===== config.mk =====
export PLATFORM = sky130hd
export DESIGN_NAME = level_measure_sequencer
export DESIGN_NICKNAME = d
export VERILOG_FILES = /design/src/rtl/level_measure_sequencer.sv
export SDC_FILE = /design/constraint.sdc
export NUM_CORES = 1
export LEC_CHECK = 0
export ABC_AREA = 1
export CAP_MARGIN = 40
export CORE_ASPECT_RATIO = 0.7
export CORE_MARGIN = 5
export CORE_UTILIZATION = 40
export CTS_CLUSTER_DIAMETER = 120
export DETAILED_ROUTE_END_ITERATION = 10
export PLACE_DENSITY_LB_ADDON = 0.1
export SYNTH_ARGS = -nofsm -noshare
export SYNTH_HDL_FRONTEND = slang
export SYNTH_SLANG_ARGS = --single-unit

===== constraint.sdc =====
create_clock -name clk_100MHz -period 2.2 [get_ports clk_100MHz]
set_input_delay 0.22 -clock clk_100MHz [delete_from_list [all_inputs] [get_ports clk_100MHz]]
set_output_delay 0.22 -clock clk_100MHz [all_outputs]
set_load 0.005 [all_outputs]

===== src/rtl/level_measure_sequencer.sv =====
// Ultrasonic level-sensor measurement sequencer: trigger pulse, echo-width capture, timeout
// and post-measurement holdoff, paced by external 1 kHz / 1 Hz tick strobes.
module level_measure_sequencer #(
  parameter int unsigned TRIG_CYCLES = 1000,
  parameter int unsigned TIMEOUT_MS  = 30,
  parameter int unsigned HOLDOFF_MS  = 60,
  parameter int unsigned PERIOD_S    = 1,
  parameter int unsigned ECHO_W      = 22
) (
  input  logic              clk_100MHz,
  input  logic              reset_n,
  input  logic              tick_1kHz,
  input  logic              tick_1Hz,
  input  logic              start,
  input  logic              echo_in,
  output logic              trig_out,
  output logic [ECHO_W-1:0] echo_cycles,
  output logic              valid,
  output logic              timeout_err,
  output logic              busy
);

  localparam int unsigned TrigW = $clog2(TRIG_CYCLES + 1);
  localparam int unsigned MsMax = (TIMEOUT_MS > HOLDOFF_MS) ? TIMEOUT_MS : HOLDOFF_MS;
  localparam int unsigned MsW   = $clog2(MsMax + 1);
  localparam int unsigned PerW  = $clog2(PERIOD_S + 1);

  typedef enum logic [2:0] {StIdle, StTrig, StWaitHigh, StMeasure, StHoldoff} state_e;

  state_e              state_q, state_d;
  logic                echo_meta_q, echo_s_q, echo_prev_q;
  logic [TrigW-1:0]    trig_cnt_q, trig_cnt_d;
  logic [MsW-1:0]      ms_q, ms_d;
  logic [ECHO_W-1:0]   width_q, width_d;
  logic [ECHO_W-1:0]   echo_cycles_q, echo_cycles_d;
  logic [PerW-1:0]     per_q, per_d;
  logic                pending_q, pending_d;
  logic                valid_q, valid_d;
  logic                timeout_err_q, timeout_err_d;
  logic                trig_q, busy_q;
  logic                echo_rise, echo_fall, period_wrap, ms_timeout, launch;

  assign echo_rise   = echo_s_q & ~echo_prev_q;
  assign echo_fall   = ~echo_s_q & echo_prev_q;
  assign period_wrap = tick_1Hz && (per_q == PerW'(PERIOD_S - 1));
  assign ms_timeout  = tick_1kHz && (ms_q == MsW'(TIMEOUT_MS - 1));

  always_comb begin
    per_d = per_q;
    if (tick_1Hz) begin
      per_d = period_wrap ? '0 : per_q + PerW'(1);
    end
  end

  always_comb begin
    state_d       = state_q;
    trig_cnt_d    = trig_cnt_q;
    ms_d          = ms_q;
    width_d       = width_q;
    echo_cycles_d = echo_cycles_q;
    valid_d       = 1'b0;
    timeout_err_d = 1'b0;
    launch        = 1'b0;
    unique case (state_q)
      StIdle: begin
        if (pending_q) begin
          state_d    = StTrig;
          trig_cnt_d = '0;
          launch     = 1'b1;
        end
      end
      StTrig: begin
        if (trig_cnt_q == TrigW'(TRIG_CYCLES - 1)) begin
          state_d = StWaitHigh;
          ms_d    = '0;
        end else begin
          trig_cnt_d = trig_cnt_q + TrigW'(1);
        end
      end
      StWaitHigh: begin
        if (ms_timeout) begin
          timeout_err_d = 1'b1;
          state_d       = StHoldoff;
          ms_d          = '0;
        end else begin
          if (tick_1kHz) ms_d = ms_q + MsW'(1);
          // Only a fresh rise counts; an echo already high on entry must fall first.
          if (echo_rise) begin
            state_d = StMeasure;
            width_d = ECHO_W'(1);
          end
        end
      end
      StMeasure: begin
        // Echo fall takes priority over a coincident timeout.
        if (echo_fall) begin
          echo_cycles_d = width_q;
          valid_d       = 1'b1;
          state_d       = StHoldoff;
          ms_d          = '0;
        end else if (ms_timeout) begin
          timeout_err_d = 1'b1;
          state_d       = StHoldoff;
          ms_d          = '0;
        end else begin
          if (tick_1kHz) ms_d = ms_q + MsW'(1);
          if (echo_s_q && !(&width_q)) width_d = width_q + ECHO_W'(1);
        end
      end
      StHoldoff: begin
        if (tick_1kHz) begin
          if (ms_q == MsW'(HOLDOFF_MS - 1)) begin
            state_d = StIdle;
            ms_d    = '0;
          end else begin
            ms_d = ms_q + MsW'(1);
          end
        end
      end
      default: state_d = StIdle;
    endcase
  end

  // A request arriving in the launch cycle itself is kept as a new request.
  assign pending_d = (pending_q & ~launch) | start | period_wrap;

  always_ff @(posedge clk_100MHz or negedge reset_n) begin
    if (!reset_n) begin
      state_q       <= StIdle;
      echo_meta_q   <= 1'b0;
      echo_s_q      <= 1'b0;
      echo_prev_q   <= 1'b0;
      trig_cnt_q    <= '0;
      ms_q          <= '0;
      width_q       <= '0;
      echo_cycles_q <= '0;
      per_q         <= '0;
      pending_q     <= 1'b0;
      valid_q       <= 1'b0;
      timeout_err_q <= 1'b0;
      trig_q        <= 1'b0;
      busy_q        <= 1'b0;
    end else begin
      state_q       <= state_d;
      echo_meta_q   <= echo_in;
      echo_s_q      <= echo_meta_q;
      echo_prev_q   <= echo_s_q;
      trig_cnt_q    <= trig_cnt_d;
      ms_q          <= ms_d;
      width_q       <= width_d;
      echo_cycles_q <= echo_cycles_d;
      per_q         <= per_d;
      pending_q     <= pending_d;
      valid_q       <= valid_d;
      timeout_err_q <= timeout_err_d;
      trig_q        <= (state_d == StTrig);
      busy_q        <= (state_d != StIdle);
    end
  end

  assign trig_out    = trig_q;
  assign echo_cycles = echo_cycles_q;
  assign valid       = valid_q;
  assign timeout_err = timeout_err_q;
  assign busy        = busy_q;

endmodule


# After elaboration in Yosys (flattened, before gate mapping)
# Index checks and enable logic that the tools add are counted.
[word_totals]
regBits = 72
in_bits = 6
output_inout_bits = 26
elab_cells = 91
[classes]
n_mux = 33
n_bitwise = 9
eq_ne = 17
n_addsub = 4
n_reduce_logical = 14
[op_table]
columns = ["operator", "n"]
rows = [
  ["2-to-1 mux 22 bit", 5],
  ["case mux 22 bit (2 select lines)", 1],
  ["2-to-1 mux 6 bit", 6],
  ["2-to-1 mux 3 bit", 8],
  ["case mux 6 bit (4 select lines)", 1],
  ["adder 22 x 1 -> 22 bit (second input constant)", 1],
  ["AND reduction 22 bit", 1],
  ["2-to-1 mux 10 bit", 2],
  ["case mux 10 bit (2 select lines)", 1],
  ["!= test 2 bit (second input constant)", 9],
  ["case mux 3 bit (5 select lines)", 1],
  ["adder 10 x 1 -> 10 bit (second input constant)", 1],
  ["equality test 10 bit (second input constant)", 1],
  ["2-to-1 mux 1 bit", 7],
  ["adder 6 x 1 -> 6 bit (second input constant)", 1],
  ["equality test 3 x 1 -> 1 bit (second input constant)", 2],
  ["equality test 3 x 2 -> 1 bit (second input constant)", 2],
  ["equality test 6 x 5 -> 1 bit (second input constant)", 1],
  ["equality test 6 bit (second input constant)", 1],
  ["AND reduction 3 bit", 2],
  ["AND reduction 6 bit", 1],
  ["NOT 1 bit", 4],
  ["nonzero test 2 bit", 2],
  ["nonzero test 4 bit", 1],
  ["other kinds (10)", 15],
]

# Depth between registers and ports, before layout
[depth]
ltp_word = 7
mapped_depth = 12

# Worst setup path before layout
# OpenSTA, ideal clock, no wires.
[synth_timing]
path_kind = "reg2reg"
from = "reg width_q[1]"
to = "reg width_q[10]"
n_path_buf = 1
arrival_ns = 1.573
path_stages_with_launch = 12
path_slack_ns = 0.510
required_ns = 2.083
setup_ns = 0.117
path_cell_list = "dfrtp_1 > ha_1 > nand2_1 > nor2_4 > nand2_2 > nor2_2 > nand2_1 > nand2_2 > nand2_4 > buf_2 > nand3_1 > nand2_1"
[synth_via]
elab_chain_len = 5
elab_cells_between_ends = 10
classes_between = "1 x add/sub; 1 x eq/ne; 4 x mux; 4 x reduce/logical"
[synth_rtl]
columns = ["element", "line", "text"]
rows = [
  ["start: declaration", "34", "logic [ECHO_W-1:0] width_q, width_d;"],
  ["start signal: assignment", "150", "width_q <= width_d;"],
  ["adder 22 x 1 -> 22 bit / AND reduction 22 bit (equally long branches)", "107", "if (echo_s_q && !(&width_q)) width_d = width_q + ECHO_W'(1);"],
  ["2-to-1 mux 22 bit / logical NOT 1 bit (equally long branches)", "107", ""],
  ["2-to-1 mux 22 bit / logical AND 1 bit (equally long branches)", "101, 107", ""],
  ["2-to-1 mux 22 bit / != test 2 bit (equally long branches)", "--", ""],
  ["case mux 22 bit (2 select lines) / AND reduction 6 bit (equally long branches)", "--", ""],
]
# Several ways; a longest one is shown, not always the timed one. The select of a mux whose other input is x is not followed.
# A chain may end at the register's enable or synchronous reset.

# Final worst setup path
[layout_timing]
from = "reg width_q[1]"
to = "reg width_q[13]"
# Same word-level chain as after synthesis.

==> flow_summary.ini <==
[run_status]
status = finished clean

[setup_path]
cp_max_fo = 22
r2r_slack_ns = 0.27
start_kind = register
worst_path_most_repeated_cell = nand2_1
worstSetupEndpointType = register
arrival_ns = 2.20
slowest_delay_ns = 0.43
cp.required_ns = 2.47
crit_path_cell_trace = ha_2 > nand2_1 > nor2_4 > nand2_2 > nor2_2 > nand2_1 > nand2_2 > nand2_4 > nand2_8 > nand2_1 > nand2_1
critPathSlowestCell = dfrtp_1
critPathKind = reg -> reg

[floorplanning]
num_rows = 30
dieArea_sq_mm = 0.01186
die_w_um = 128.0
core_area_sq_mm = 0.009609
die_h_um = 92.62
start_util_pct = 40.59
io_pins = 32

[synthesis]
synthMuxAreaShare_pct = 0
syn-num-nets = 555
synth_compound_area_share_pct = 5.261
synth.yosys.warnings = 0
synthAdderAreaFrac_pct = 1.283
synth-xor-area-share_pct = 2.246
synth_cell_types = 25
syn_area_sq_mm = 0.003900
synth_top_family_by_area = simple AND/OR/NAND/NOR gates
synth_area_per_cell_sq_um = 7.156
postSynthCellCount = 545
synthSimpleGateAreaFrac_pct = 37.92
ys_seq_area_share_pct = 46.20
ys_seq_elements = 72

[placement]
place_ws_ns = 0.1389
hpwlAfterDp_um = 7329
port_buffers = 31
gp_congestion = 0.9029

[grt]
grt_usage_pct = 18.02
grt.overflow.total = 0
grt_util_met2_pct = 23.26
grt_max_degree = 44
grtUsageMet3_pct = 4.841
grt_pass1_vias = 3293
grt_pass1_wl_um = 16990
antenna_found_initial = 0
busiest_layer = met1
use_met1_pct = 29.05

[final_layout]
fillers = 961
drive_above_1_share_pct = 7.119
area_growth_syn_to_layout_pct = 20.66
diodes = 0
final_nets = 595

[clock_network]
clkLatencyLatePin_ns = 0.33
tritoncts = done
cts_num_sinks = 72
root_buffer = clkbuf_16
clkTransAtPathRegs_ns = 0.05
clock_path_buffers = 2
h-tree-depth = 3
post_cts_buffers = 0
cts_inserted_buffers = 9

[drt]
drtAntennaViolNets = 0
first_pass_iters = 5
wl_per_cell_um = 13.71
vias = 3466
via_per_inst = 4.827
drc = 0
wl_um = 9841
drtIter0Drc = 300

[timing]
fin_crit_sh_pct = 87.61
finalWorstSetupSlack_ns = 0.2726
slew-limit-headroom_pct = 59.94
setup_viol = 0
slew_violations = 0
hold_viol = 0
fmax_mhz = 518.8
post-route-min-period_ns = 1.927
clock_skew_ns = 0.008333
tns_ns = 0
grt_setup_unrepaired = no
worst_slew_pin_slew_ns = 0.6009

[power]
irDropWorstVdd_v = 0.0003113
pwr_density_cell_mw_per_mm2 = 605.5
p_leak_nw = 2.162

[flow_run]
drv_cap = 0

[min_path]
hp-class = in -> reg
[synthesized netlist by cell type]
cell | number | area (sq um)
nand2_1 | 203 | 762.0
dfrtp_1 | 72 | 1802
nor2_1 | 71 | 266.5
inv_1 | 49 | 183.9
nand3_1 | 44 | 220.2
o21ai_0 | 34 | 170.2
nand4_1 | 15 | 93.84
xor2_1 | 10 | 87.58
a21oi_1 | 7 | 35.03
clkbuf_1 | 6 | 22.52
ha_1 | 4 | 50.05
nor3_1 | 4 | 20.02
buf_4 | 3 | 22.52
inv_2 | 3 | 11.26
nand2_2 | 3 | 18.77
nor2_2 | 3 | 18.77
buf_2 | 2 | 10.01
buf_6 | 2 | 22.52
nand2_4 | 2 | 22.52
nand3b_1 | 2 | 15.01
or2_2 | 2 | 12.51
clkinv_1 | 1 | 3.750
nand3_2 | 1 | 10.01
nor2_4 | 1 | 11.26
nor3b_1 | 1 | 7.510
[cell usage in the layout (no fill, tap or decap), types with 2 or more instances in the layout]
cell type	netlist	layout
nand2_1	203	203
nand3_1	44	44
clkinv_2	0	2
clkbuf_16	0	9
xor2_1	10	10
nor3_1	4	4
nand3b_1	2	2
nand4_1	15	15
dfrtp_1	72	72
inv_1	49	49
nor2_2	3	3
clkdlybuf4s50_1	0	30
o21ai_0	34	34
nor2_1	71	71
nand2_2	3	3
buf_4	3	10
ha_1	4	3
a21oi_1	7	7
inv_2	3	3
or2_2	2	2
[kinds of logic (layout without fill, tap and decap cells)]
family / Yosys count / in the layout
simple gates: 352 / 352
flops: 72 / 72
buf+inv: 66 / 111
compound gates: 41 / 41
xor+xnor: 10 / 10
fa+ha+maj: 4 / 4
[worst paths after layout]
kind	cells after the start	from	end
worst max-delay path	11	width_q[1]	width_q[13]
worst min-delay path	1	echo_in	echo_meta_q
worst max register to register	11	width_q[1]	width_q[13]
worst min register to register	0	echo_meta_q	echo_s_q
max in group asynchronous	3	reset_n	width_q[5]
min in group asynchronous	2	reset_n	trig_cnt_q[9]
[flip-flops by register name (all words and copies together) (netlist names)]
| name | flops |
|---|---|
| timeout_err | 1 |
| per_q | 1 |
| echo_cycles | 22 |
| valid | 1 |
| trig_cnt_q | 10 |
| echo_prev_q | 1 |
| state_q | 3 |
| echo_meta_q | 1 |
| pending_q | 1 |
| trig_out | 1 |
| ms_q | 6 |
| echo_s_q | 1 |
| busy | 1 |
| width_q | 22 |
[critical path: cells and delay by family (launching register included)]
kind | cells | cell delay [ns]
adder cells (fa/ha/maj) | 1 | 0.28
flip-flops | 1 | 0.43
AND/OR/NAND/NOR | 10 | 1.17
[layer usage]
metal,part of all wire [%],wire (um),vias to the layer above
met5,0,0,-
met4,0.45,44,0
met3,6.2,612,4
met2,38,3774,70
met1,55,5409,1580
li1,-,-,1812
[where the power goes]
part | internal, mW | switching, mW | leakage (nW)
clock | 0.907 | 0.556 | 0.145
combinational | 0.0170 | 0.0405 | 1.06
sequential | 1.33 | 0.00155 | 0.955
total | 2.25 | 0.598 | 2.16
[final cells by class]
type / count / area [sq um] / area share (%)
Clock buffer: 11 / 242.7 / 5.158
Tap cell: 128 / 160.2 / 3.403
Inverter: 53 / 198.9 / 4.228
Multi-Input combinational cell: 407 / 1833 / 38.95
Sequential cell: 72 / 1802 / 38.29
Timing Repair Buffer: 42 / 412.9 / 8.774
Clock inverter: 5 / 56.30 / 1.196
[stage by stage]
step | utilization (%) | power [mW] | std cells | cell area, sq um | hold WS [ns]
finish | 48.97 | 2.850 | 718 | 4706 | 0.3236
global route | 48.97 | 2.967 | 718 | 4706 | 0.3109
CTS | 48.85 | 2.892 | 718 | 4695 | 0.3146
detailed placement | 45.64 | 1.411 | 701 | 4385 | 0.1938
global placement | 45.35 | 1.403 | 700 | 4358 | 0.3339
floorplan | - | 1.365 | 545 | 3900 | -0.07559
[what timing repair did]
action / CTS / global route
endpoints found under the hold margin: 29 / 0
gates resized for setup: 0 / 2
setup endpoints to repair: 0 / 22
hold buffers: 1 / 0
No activity file was read; power rests on OpenSTA's default activity.
